[src/rtl/riscv_bp_table_ctrl_pkg.sv]
// Shared types and helpers for the branch-predictor table controller.
// Holds the FSM state type, prediction encodings and the next-prediction rule.
package riscv_bp_table_ctrl_pkg;

    typedef enum logic {
        StIdle,
        StSweep
    } bp_state_e;

    // Saturating sequence: strong-NT <-> weak-NT <-> weak-T <-> strong-T
    localparam logic [1:0] PredStrongNt = 2'b00;
    localparam logic [1:0] PredWeakNt   = 2'b01;
    localparam logic [1:0] PredWeakT    = 2'b11;
    localparam logic [1:0] PredStrongT  = 2'b10;

    function automatic logic [1:0] bp_next_predict(input logic [1:0] pred, input logic taken);
        logic [1:0] nxt;
        nxt[0] = pred[1] ^ taken;
        nxt[1] = (pred[1] & ~pred[0]) | (taken & pred[0]);
        return nxt;
    endfunction

endpackage

[src/rtl/riscv_bp_table_ctrl.sv]
// Write-port controller for the branch history table: applies branch-unit updates
// and sweeps the whole table to INIT_PREDICT after reset or on a flush request.
module riscv_bp_table_ctrl
    import riscv_bp_table_ctrl_pkg::*;
#(
    parameter int unsigned XLEN              = 32,
    parameter int unsigned BP_GLOBAL_BITS    = 2,
    parameter int unsigned BP_LOCAL_BITS     = 10,
    parameter int unsigned BP_LOCAL_BITS_LSB = 2,
    parameter logic [1:0]  INIT_PREDICT      = 2'b01
) (
    input  logic                                    clk_i,
    input  logic                                    rst_i,
    input  logic                                    flush_req_i,
    input  logic                                    bu_update_i,
    input  logic [XLEN-1:0]                         bu_pc_i,
    input  logic [BP_GLOBAL_BITS-1:0]               bu_history_i,
    input  logic [1:0]                              bu_predict_i,
    input  logic                                    bu_btaken_i,
    output logic                                    tbl_we_o,
    output logic [BP_GLOBAL_BITS+BP_LOCAL_BITS-1:0] tbl_waddr_o,
    output logic [1:0]                              tbl_wdata_o,
    output logic                                    busy_o,
    output logic                                    flush_done_o,
    output logic [7:0]                              drop_cnt_o
);

    localparam int unsigned ADR_BITS = BP_GLOBAL_BITS + BP_LOCAL_BITS;

    bp_state_e           state_q, state_d;
    logic [ADR_BITS-1:0] cnt_q, cnt_d;
    logic                we_q, we_d;
    logic [ADR_BITS-1:0] waddr_q, waddr_d;
    logic [1:0]          wdata_q, wdata_d;
    logic                busy_q, busy_d;
    logic                done_q, done_d;
    logic [7:0]          drop_q, drop_d;
    logic                drop;

    // Only a slice of the PC forms the table index.
    logic unused_pc;
    assign unused_pc = ^bu_pc_i;

    always_comb begin
        state_d = state_q;
        cnt_d   = cnt_q;
        we_d    = 1'b0;
        waddr_d = waddr_q;
        wdata_d = wdata_q;
        busy_d  = (state_q == StSweep);
        done_d  = 1'b0;
        drop    = 1'b0;

        // A flush always wins: restart from entry 0, discard any concurrent update.
        if (flush_req_i) begin
            state_d = StSweep;
            cnt_d   = '0;
            drop    = bu_update_i;
        end else begin
            unique case (state_q)
                StIdle: begin
                    if (bu_update_i) begin
                        we_d    = 1'b1;
                        waddr_d = {bu_history_i, bu_pc_i[BP_LOCAL_BITS_LSB +: BP_LOCAL_BITS]};
                        wdata_d = bp_next_predict(bu_predict_i, bu_btaken_i);
                    end
                end
                StSweep: begin
                    we_d    = 1'b1;
                    waddr_d = cnt_q;
                    wdata_d = INIT_PREDICT;
                    cnt_d   = cnt_q + ADR_BITS'(1);
                    drop    = bu_update_i;
                    if (&cnt_q) begin
                        state_d = StIdle;
                        cnt_d   = '0;
                        done_d  = 1'b1;
                    end
                end
            endcase
        end

        drop_d = drop_q;
        if (drop && (drop_q != 8'hFF)) begin
            drop_d = drop_q + 8'd1;
        end
    end

    always_ff @(posedge clk_i or posedge rst_i) begin
        if (rst_i) begin
            state_q <= StSweep;
            cnt_q   <= '0;
            we_q    <= 1'b0;
            waddr_q <= '0;
            wdata_q <= '0;
            busy_q  <= 1'b1;
            done_q  <= 1'b0;
            drop_q  <= '0;
        end else begin
            state_q <= state_d;
            cnt_q   <= cnt_d;
            we_q    <= we_d;
            waddr_q <= waddr_d;
            wdata_q <= wdata_d;
            busy_q  <= busy_d;
            done_q  <= done_d;
            drop_q  <= drop_d;
        end
    end

    assign tbl_we_o     = we_q;
    assign tbl_waddr_o  = waddr_q;
    assign tbl_wdata_o  = wdata_q;
    assign busy_o       = busy_q;
    assign flush_done_o = done_q;
    assign drop_cnt_o   = drop_q;

endmodule

[config.mk]
export PLATFORM = sky130hd
export DESIGN_NAME = riscv_bp_table_ctrl
export DESIGN_NICKNAME = d
export VERILOG_FILES = /design/src/rtl/riscv_bp_table_ctrl_pkg.sv /design/src/rtl/riscv_bp_table_ctrl.sv
export SDC_FILE = /design/constraint.sdc
export NUM_CORES = 1
export LEC_CHECK = 0
export CAP_MARGIN = 20
export CORE_MARGIN = 2
export CORE_UTILIZATION = 44
export CTS_CLUSTER_SIZE = 12
export DETAILED_ROUTE_END_ITERATION = 7
export PLACE_DENSITY = 0.86
export SETUP_SLACK_MARGIN = 0.02
export SLEW_MARGIN = 20
export SYNTH_ARGS = -nofsm -noshare
export SYNTH_HDL_FRONTEND = slang
export SYNTH_SLANG_ARGS = --single-unit
[constraint.sdc]
create_clock -name clk_i -period 2 [get_ports clk_i]
set_input_delay 0.2 -clock clk_i [delete_from_list [all_inputs] [get_ports clk_i]]
set_output_delay 0.2 -clock clk_i [all_outputs]
set_load 0.1 [all_outputs]
# Word-level counts from Yosys, hierarchy flattened
# Index checks and enable logic that the tools add are counted.
# op_classes
addsub	2
n_mul	0
div_mod_pow	0
n_lt_le_gt_ge	0
n_eq_ne	2
n_shift	0
muxes	18
bitwise	7
reduce_logical	4
# ops
cell	count
2-to-1 mux 12 bit	4
case mux 12 bit (2 select lines)	1
adder 12 x 1 -> 12 bit (second input constant)	1
AND reduction 12 bit	1
2-to-1 mux 1 bit	10
adder 8 x 1 -> 8 bit (second input constant)	1
inequality test 8 bit (second input constant)	1
case mux 2 bit (2 select lines)	1
inverter 1 bit	3
bitwise AND 1 bit	2
2-to-1 mux 2 bit	1
inequality test 2 bit (second input constant)	1
case mux 1 bit (2 select lines)	1
AND reduction 2 bit	1
nonzero test 2 bit	1
logical AND 1 bit	1
OR 1 bit	1
XOR 1 bit	1
# word_totals
register_bits	38
latch_bits	0
ram_bits	0
romBits	0
in_bits	41
elab_cells	41
mem_count	0

# Logic depth before layout (Yosys ltp)
# Gate-level depths: netlist of run 1.
# logic_depth
ltp_word	5
depth_mapped	6
mapped_depth_nobuf	5

# Least setup slack after synthesis of run 1
# No wires, ideal clock.
# synth_path
path_type	flip-flop to flip-flop
from	register drop_q[0] (netlist: drop_cnt_o[0])
to	register drop_q[7] (netlist: drop_cnt_o[7])
setup_time_ns	0.159
arrival_time_ns	2.003
required_ns	1.841
slack_ns	-0.162
path_stages_with_launch	6
synth_period_minus_slack_ns	2.162
cell_sequence	dfrtp_1 -> ha_1 -> and3_1 -> a31oi_2 -> nand4_1 -> xnor2_1
# synth_between
elab_chain_len	2
# synth_lines
item	line_no	source
start: declaration	riscv_bp_table_ctrl.sv:37	logic [7:0] drop_q, drop_d;
start signal: assignment	riscv_bp_table_ctrl.sv:107	drop_q <= drop_d;
branches (longest 2 deep; another with adder 8 x 1 -> 8 bit)	n/a	
# Parallel ways; which one is timed is not known.
# A chain may end at the register's enable or synchronous reset.

# Worst setup path in the final report of run 1
# layout_path
from	register drop_q[0] (netlist: drop_cnt_o[0])
to	register drop_q[1] (netlist: drop_cnt_o[1])
# Same word-level chain as after synthesis.

==> results of run 1 <==
## power by group through the flow
stage	Combinational, mW	Sequential [mW]	Clock, mW
after floorplan	0.151	1.48	0
after global placement	0.882	0.956	0
after detailed placement	0.890	0.963	0
after CTS	0.891	0.948	0.519
after global routing	0.921	0.963	0.550
final	0.884	0.950	0.503
## final timing paths
path	from	endpoint	slack, ps	depth (start not counted)
setup reg to reg	drop_cnt_o[0]$_DFFE_PP0P_	drop_cnt_o[1]$_DFFE_PP0P_	270	4
min in group clk_i	busy_d$_DFF_PP1_	busy_o$_DFF_PP1_	470	0
hold reg to reg	busy_d$_DFF_PP1_	busy_o$_DFF_PP1_	470	0
max in group asynchronous	rst_i	busy_d$_DFF_PP1_	1330	3
setup / recovery	drop_cnt_o[0]$_DFFE_PP0P_	drop_cnt_o[1]$_DFFE_PP0P_	270	4
hold / removal	rst_i	tbl_waddr_o[8]$_DFFE_PP0P_	320	3
## cell usage in the layout, fill, tap and decap left out, types with 2 or more instances in the layout
cell,count
a21oi_1,2
buf_4,29
and3_1,4
xor2_1,4
a31oi_1,2
dfstp_2,2
and4_1,2
clkbuf_8,5
nor3_1,2
o21ai_0,3
o21ai_1,13
nand2_1,23
clkdlybuf4s50_1,18
nand3_1,6
ha_1,2
nor2_1,10
mux2i_1,12
dfrtp_1,33
inv_1,3
and2_1,2
dfrtp_2,3
nand4_1,8
mux2_2,2
clkinv_2,2
xnor2_1,9
## registers in the layout, summed over array words and instances (netlist names)
| name | count |
|---|---|
| busy_d | 1 |
| busy_o | 1 |
| cnt_q | 12 |
| drop_cnt_o | 8 |
| flush_done_o | 1 |
| tbl_waddr_o | 12 |
| tbl_wdata_o | 2 |
| tbl_we_o | 1 |
## kinds of logic after synthesis
| logic type | count (synthesis) | share of synthesized area [%] |
|---|---|---|
| adder cells (fa/ha/maj) | 2 | 1.406 |
| XOR/XNOR | 13 | 6.399 |
| AO/OA/AOI/OAI | 28 | 10.90 |
| multiplexers | 15 | 8.650 |
| buffers and inverters | 11 | 2.813 |
| AND/OR/NAND/NOR | 60 | 16.25 |
| flip-flops | 38 | 53.59 |
## critical path, delay by kind of cell (launching register included)
kind	cells	cell delay, ps
and+or+nand+nor	1	200
DFF	1	430
AOI/OAI and AO/OA	1	410
adders and majority gates	1	210
muxes	1	360
## layout make-up
class	instances	area, µm²
tap	50	62.56
fill	343	1652
clock buffer	6	72.57
clock inverter	2	10.01
inverter	4	15.01
multi-input combinational	118	775.7
sequential	38	957.2
timing repair buffer	47	397.9
## stage by stage
stage | std cells | cell area (µm²) | setup WS [ps] | hold slack (ps)
6_report | 265 | 2291 | 270.6 | 318.6
5_1_grt | 265 | 2291 | 175.9 | 389.9
4_1_cts | 265 | 2291 | 258.7 | 329.9
3_5_place_dp | 257 | 2208 | 269.5 | 462.1
3_3_place_gp | 257 | 2208 | 279.9 | 450.5
2_1_floorplan | 167 | 1783 | 52.72 | 362.2
## per-layer routing
metal	part of all wire (%)	GRT usage, %	routed length (µm)	up-vias
met5	0	0	0	-
met4	2.1	8.418	78	0
met3	4.7	4.167	171	7
met2	51	30.02	1867	33
met1	42	20.44	1554	668
li1	-	-	-	691
==> impl_metrics.json, run 1 <==
{
  "p_per_area_nw_per_um2": 1020,
  "syn_avg_cell_area_um2": 10.65,
  "insertion_delay_ps": 290,
  "end_kind": "register",
  "insertedDiodeCount": 0,
  "grt_usage_pct": 17.51,
  "syn-cell-area_um2": 1779,
  "setup_viol": 0,
  "hold_class": "in2async",
  "drcViolationCount": 0,
  "gr-total-overflow": 0,
  "core_um2": 3943,
  "rsz0062_at_grt": "no",
  "netSwitchingPower_mw": 1.030,
  "path_max_fanout": 8,
  "swShare_pct": 44.06,
  "status": "complete, no violations",
  "ys_warn_count": 0,
  "slew_headroom_pct": 65.64,
  "wl_um": 3671,
  "crit_chain": "ha_1, and3_1, a31oi_2, mux2_1",
  "ios": 66,
  "max_freq_ghz": 0.5782,
  "gp_congestion": 0.8291,
  "fin_setup_tns_ps": 0,
  "firstDrtPassIters": 4,
  "synth_top_area_share_pct": 50.63,
  "nets": 257,
  "fin_skew_ps": 8.080,
  "drive_gt1_share_pct": 21.40,
  "synthArstFlopShare_pct": 100.0,
  "post_synth_most_frequent_cells": "dfrtp_1, nand2_1, o21ai_1",
  "clock-sinks": 38,
  "cts_max_path_buffers": 2,
  "post_drt_wl_per_cell_um": 13.85,
  "ys_seq_area_share_pct": 53.59,
  "seqPwrFrac_pct": 40.6,
  "die-width_um": 67.59,
  "area_growth_pct": 28.76,
  "slew_viol_final": 0,
  "antenna_found_initial": 0,
  "power_frac_comb_pct": 37.8,
  "synth_area_leader_cell": "dfrtp_1",
  "ys_ff_latch": 38,
  "critical_path_arrival_ps": 1910,
  "die_y_um": 67.59,
  "synth_fp_nets": 210,
  "intPower_mw": 1.307,
  "synth_most_common_cell": "dfrtp_1",
  "critPathKind": "reg2reg",
  "clkTransAtPathRegs_ps": 70,
  "fp.dieArea_um2": 4568,
  "synthCells": 167,
  "max_stage_delay_ps": 430,
  "hold_viol_final": 0,
  "grt_pass1_wl_um": 5892,
  "vdd_drop_max_mv": 1.806,
  "num_vias": 1399,
  "worst_pin_slew_ps": 513.5,
  "h-tree-depth": 2,
  "cts_root_buffer": "clkbuf_8",
  "critPathSlowestCell": "dfrtp_2",
  "place_hpwl_um": 2696,
  "synthDistinctLibCells": 36,
  "synth-main-ff-cell": "dfrtp_1",
  "power.leakage_nw": 1.098,
  "cts_resized": 0,
  "cts_tree": "built",
  "drt.antenna.violating_nets": 0,
  "grt_max_degree": 39,
  "final_core_util_pct": 58.11,
  "postCtsHoldBufs": 0,
  "finalPower_mw": 2.337,
  "yosys-top-cells-area": "dfrtp_1, mux2i_1, nand2_1",
  "period_needed_ps": 1729,
  "finalCritPeriodShare_pct": 86.47,
  "post_cts_buffers": 0,
  "drtIter0Drc": 92,
  "synth-edff-count": 0,
  "clkPwrFrac_pct": 21.5,
  "cts_buffers": 5,
  "start_util_pct": 45.13,
  "row_count": 23,
  "maxCapViolations": 0,
  "grt_pass1_vias": 1311,
  "start_kind": "register",
  "critPathRequiredTime_ps": 2180,
  "port_buffers": 43,
  "via_per_inst": 5.279
}
(Power assumes the default switching activity.)
==> run 2, diff against run 1 <==
--- a/config.mk
+++ b/config.mk
@@ -10,7 +10,9 @@
 export CORE_UTILIZATION = 44
 export CTS_CLUSTER_SIZE = 12
 export DETAILED_ROUTE_END_ITERATION = 7
+export HOLD_SLACK_MARGIN = 0.1
 export PLACE_DENSITY = 0.86
+export REMOVE_ABC_BUFFERS = 1
 export SETUP_SLACK_MARGIN = 0.02
 export SLEW_MARGIN = 20
 export SYNTH_ARGS = -nofsm -noshare
==> run 2 against run 1 <==
Against the previous run:
- core utilization rose by 1.1 points
- clock skew rose by 1.3 ps
- maximum frequency fell by 0.42%
- sequential share of layout area fell by 0.97 points
- non-clock buffer count rose by 2
==> impl_metrics.json, run 2 (synthesized netlist as in run 1, its figures left out) <==
{
  "top_layer_used": "met4",
  "num_vias": 1396,
  "grt_pass1_vias": 1385,
  "crit_end": "drop_cnt_o[1]$_DFFE_PP0P_",
  "crit_chain": "ha_1, and3_1, a31oi_2, mux2_1",
  "fin_skew_ps": 9.381,
  "gr-total-overflow": 0,
  "p_per_area_nw_per_um2": 1067,
  "cts_buffers": 5,
  "drt.antenna.violating_nets": 0,
  "fin_setup_tns_ps": 0,
  "power.leakage_nw": 1.123,
  "multi_input_area_um2": 775.7,
  "seqPwrFrac_pct": 37.6,
  "hold_class": "in2async",
  "nets": 259,
  "setup_viol": 0,
  "worst_r2r_path_depth": 4,
  "start_util_pct": 45.13,
  "place_hpwl_um": 2596,
  "insertion_delay_ps": 290,
  "drive_gt1_share_pct": 20.74,
  "finalPower_mw": 2.492,
  "grt_max_degree": 39,
  "period_needed_ps": 1737,
  "port_buffers": 43,
  "via_per_inst": 5.228,
  "met3_length_um": 278,
  "cts_resized": 0,
  "row_count": 23,
  "netSwitchingPower_mw": 1.024,
  "maxCapViolations": 0,
  "mostFrequentLayoutCells": "dfrtp_1, buf_4, nand2_1",
  "power_frac_comb_pct": 35.5,
  "die_y_um": 67.59,
  "r2r_end": "drop_cnt_o[1]$_DFFE_PP0P_",
  "area_growth_pct": 31.29,
  "nFillCells": 366,
  "worst_pin_slew_ps": 496.2,
  "post_drt_wl_per_cell_um": 13.21,
  "ios": 66,
  "seqCellArea_um2": 953.4,
  "clkPwrFrac_pct": 26.9,
  "h-tree-depth": 2,
  "insertedDiodeCount": 0,
  "drcViolationCount": 0,
  "critPathKind": "reg2reg",
  "start_kind": "register",
  "clock-sinks": 38,
  "die-width_um": 67.59,
  "max_stage_delay_ps": 420,
  "layout_commonest_cell": "dfrtp_1",
  "gp_congestion": 0.7754,
  "slew_viol_final": 0,
  "wl_met1_um": 1557,
  "grt_pass1_wl_um": 6189,
  "status": "complete, no violations",
  "drtIter0Drc": 80,
  "worstReg2RegStart": "drop_cnt_o[0]$_DFFE_PP0P_",
  "hold_viol_final": 0,
  "cts_root_buffer": "clkbuf_8",
  "cts_max_path_buffers": 2,
  "vdd_drop_max_mv": 1.068,
  "core_um2": 3943,
  "rsz0062_at_grt": "no",
  "intPower_mw": 1.468,
  "finalCritPeriodShare_pct": 86.83,
  "path_max_fanout": 8,
  "fp.dieArea_um2": 4568,
  "dr_wl_met2_um": 1629,
  "crit_start": "drop_cnt_o[0]$_DFFE_PP0P_",
  "critPathSlowestCell": "dfrtp_1",
  "clkTransAtPathRegs_ps": 70,
  "r2r_slack_ps": 260,
  "end_kind": "register",
  "swShare_pct": 41.09,
  "critical_path_arrival_ps": 1910,
  "firstDrtPassIters": 4,
  "wl_um": 3527,
  "antenna_found_initial": 0,
  "post_cts_buffers": 0,
  "postCtsHoldBufs": 0,
  "critPathRequiredTime_ps": 2180,
  "cts_tree": "built",
  "grt_usage_pct": 18.62,
  "final_core_util_pct": 59.25,
  "max_freq_ghz": 0.5758,
  "slew_headroom_pct": 66.80
}
-- run 2: changes by cell type in the layout (fill, tap and decap cells not counted) --
cell	previous run	this run
bufinv_16	0	1
dfrtp_1	33	36
dfrtp_2	3	0
clkinv_2	2	0
buf_4	29	31
clkbuf_8	5	6
-- run 2: worst max-delay path, delay by kind of cell (launching register included) --
kind | cells | cell delay (ps)
compound gates | 1 | 420
fa+ha+maj | 1 | 220
flops | 1 | 420
mux | 1 | 360
simple gates | 1 | 200
-- run 2: cell type report --
cell class              instances  share of cell area, %
flip-flops and latches         38                  40.81
clock buffers                   7                  3.696
clock inverters                 1                  1.285
repair buffers                 49                  17.68
well taps                      50                  2.678
inverters                       4                 0.6427
multi-input cells             118                  33.21
-- run 2: metal layers --
metal / GRT usage [%] / vias to the layer above
li1: - / 691
met1: 22.42 / 656
met2: 30.76 / 44
met3: 6.333 / 5
met4: 6.888 / 0
met5: 0 / -
-- run 2: power by group through the flow --
stage	Sequential (mW)	Clock, mW	Combinational (mW)
after CTS	0.939	0.684	0.892
after global routing	0.954	0.724	0.922
after global placement	0.952	0	0.881
after detailed placement	0.951	0	0.893
final	0.938	0.670	0.884
after floorplan	1.48	0	0.147
-- run 2: worst min path at each step --
stage                               start                         end  slack, ps
3_5_place_dp   tbl_wdata_o[1]$_DFFE_PP0P_  tbl_wdata_o[1]$_DFFE_PP0P_        480
5_1_grt                             rst_i        cnt_q[3]$_DFFE_PP0P_        390
3_3_place_gp   tbl_waddr_o[7]$_DFFE_PP0P_  tbl_waddr_o[7]$_DFFE_PP0P_        460
2_1_floorplan                 flush_req_i       cnt_q[11]$_DFFE_PP0P_        260
4_1_cts                             rst_i        cnt_q[3]$_DFFE_PP0P_        330
6_report                            rst_i  tbl_waddr_o[1]$_DFFE_PP0P_        310
-- run 2: stage by stage --
step	instance area, µm²	hold WS, ps	worst slack, ps	instances
floorplan	1744	263.1	-161.6	160
global placement	2220	463.5	238.6	259
detailed placement	2220	483.6	234.0	259
CTS	2336	333.7	252.5	267
global route	2336	391.1	142.5	267
finish	2336	314.1	263.4	267
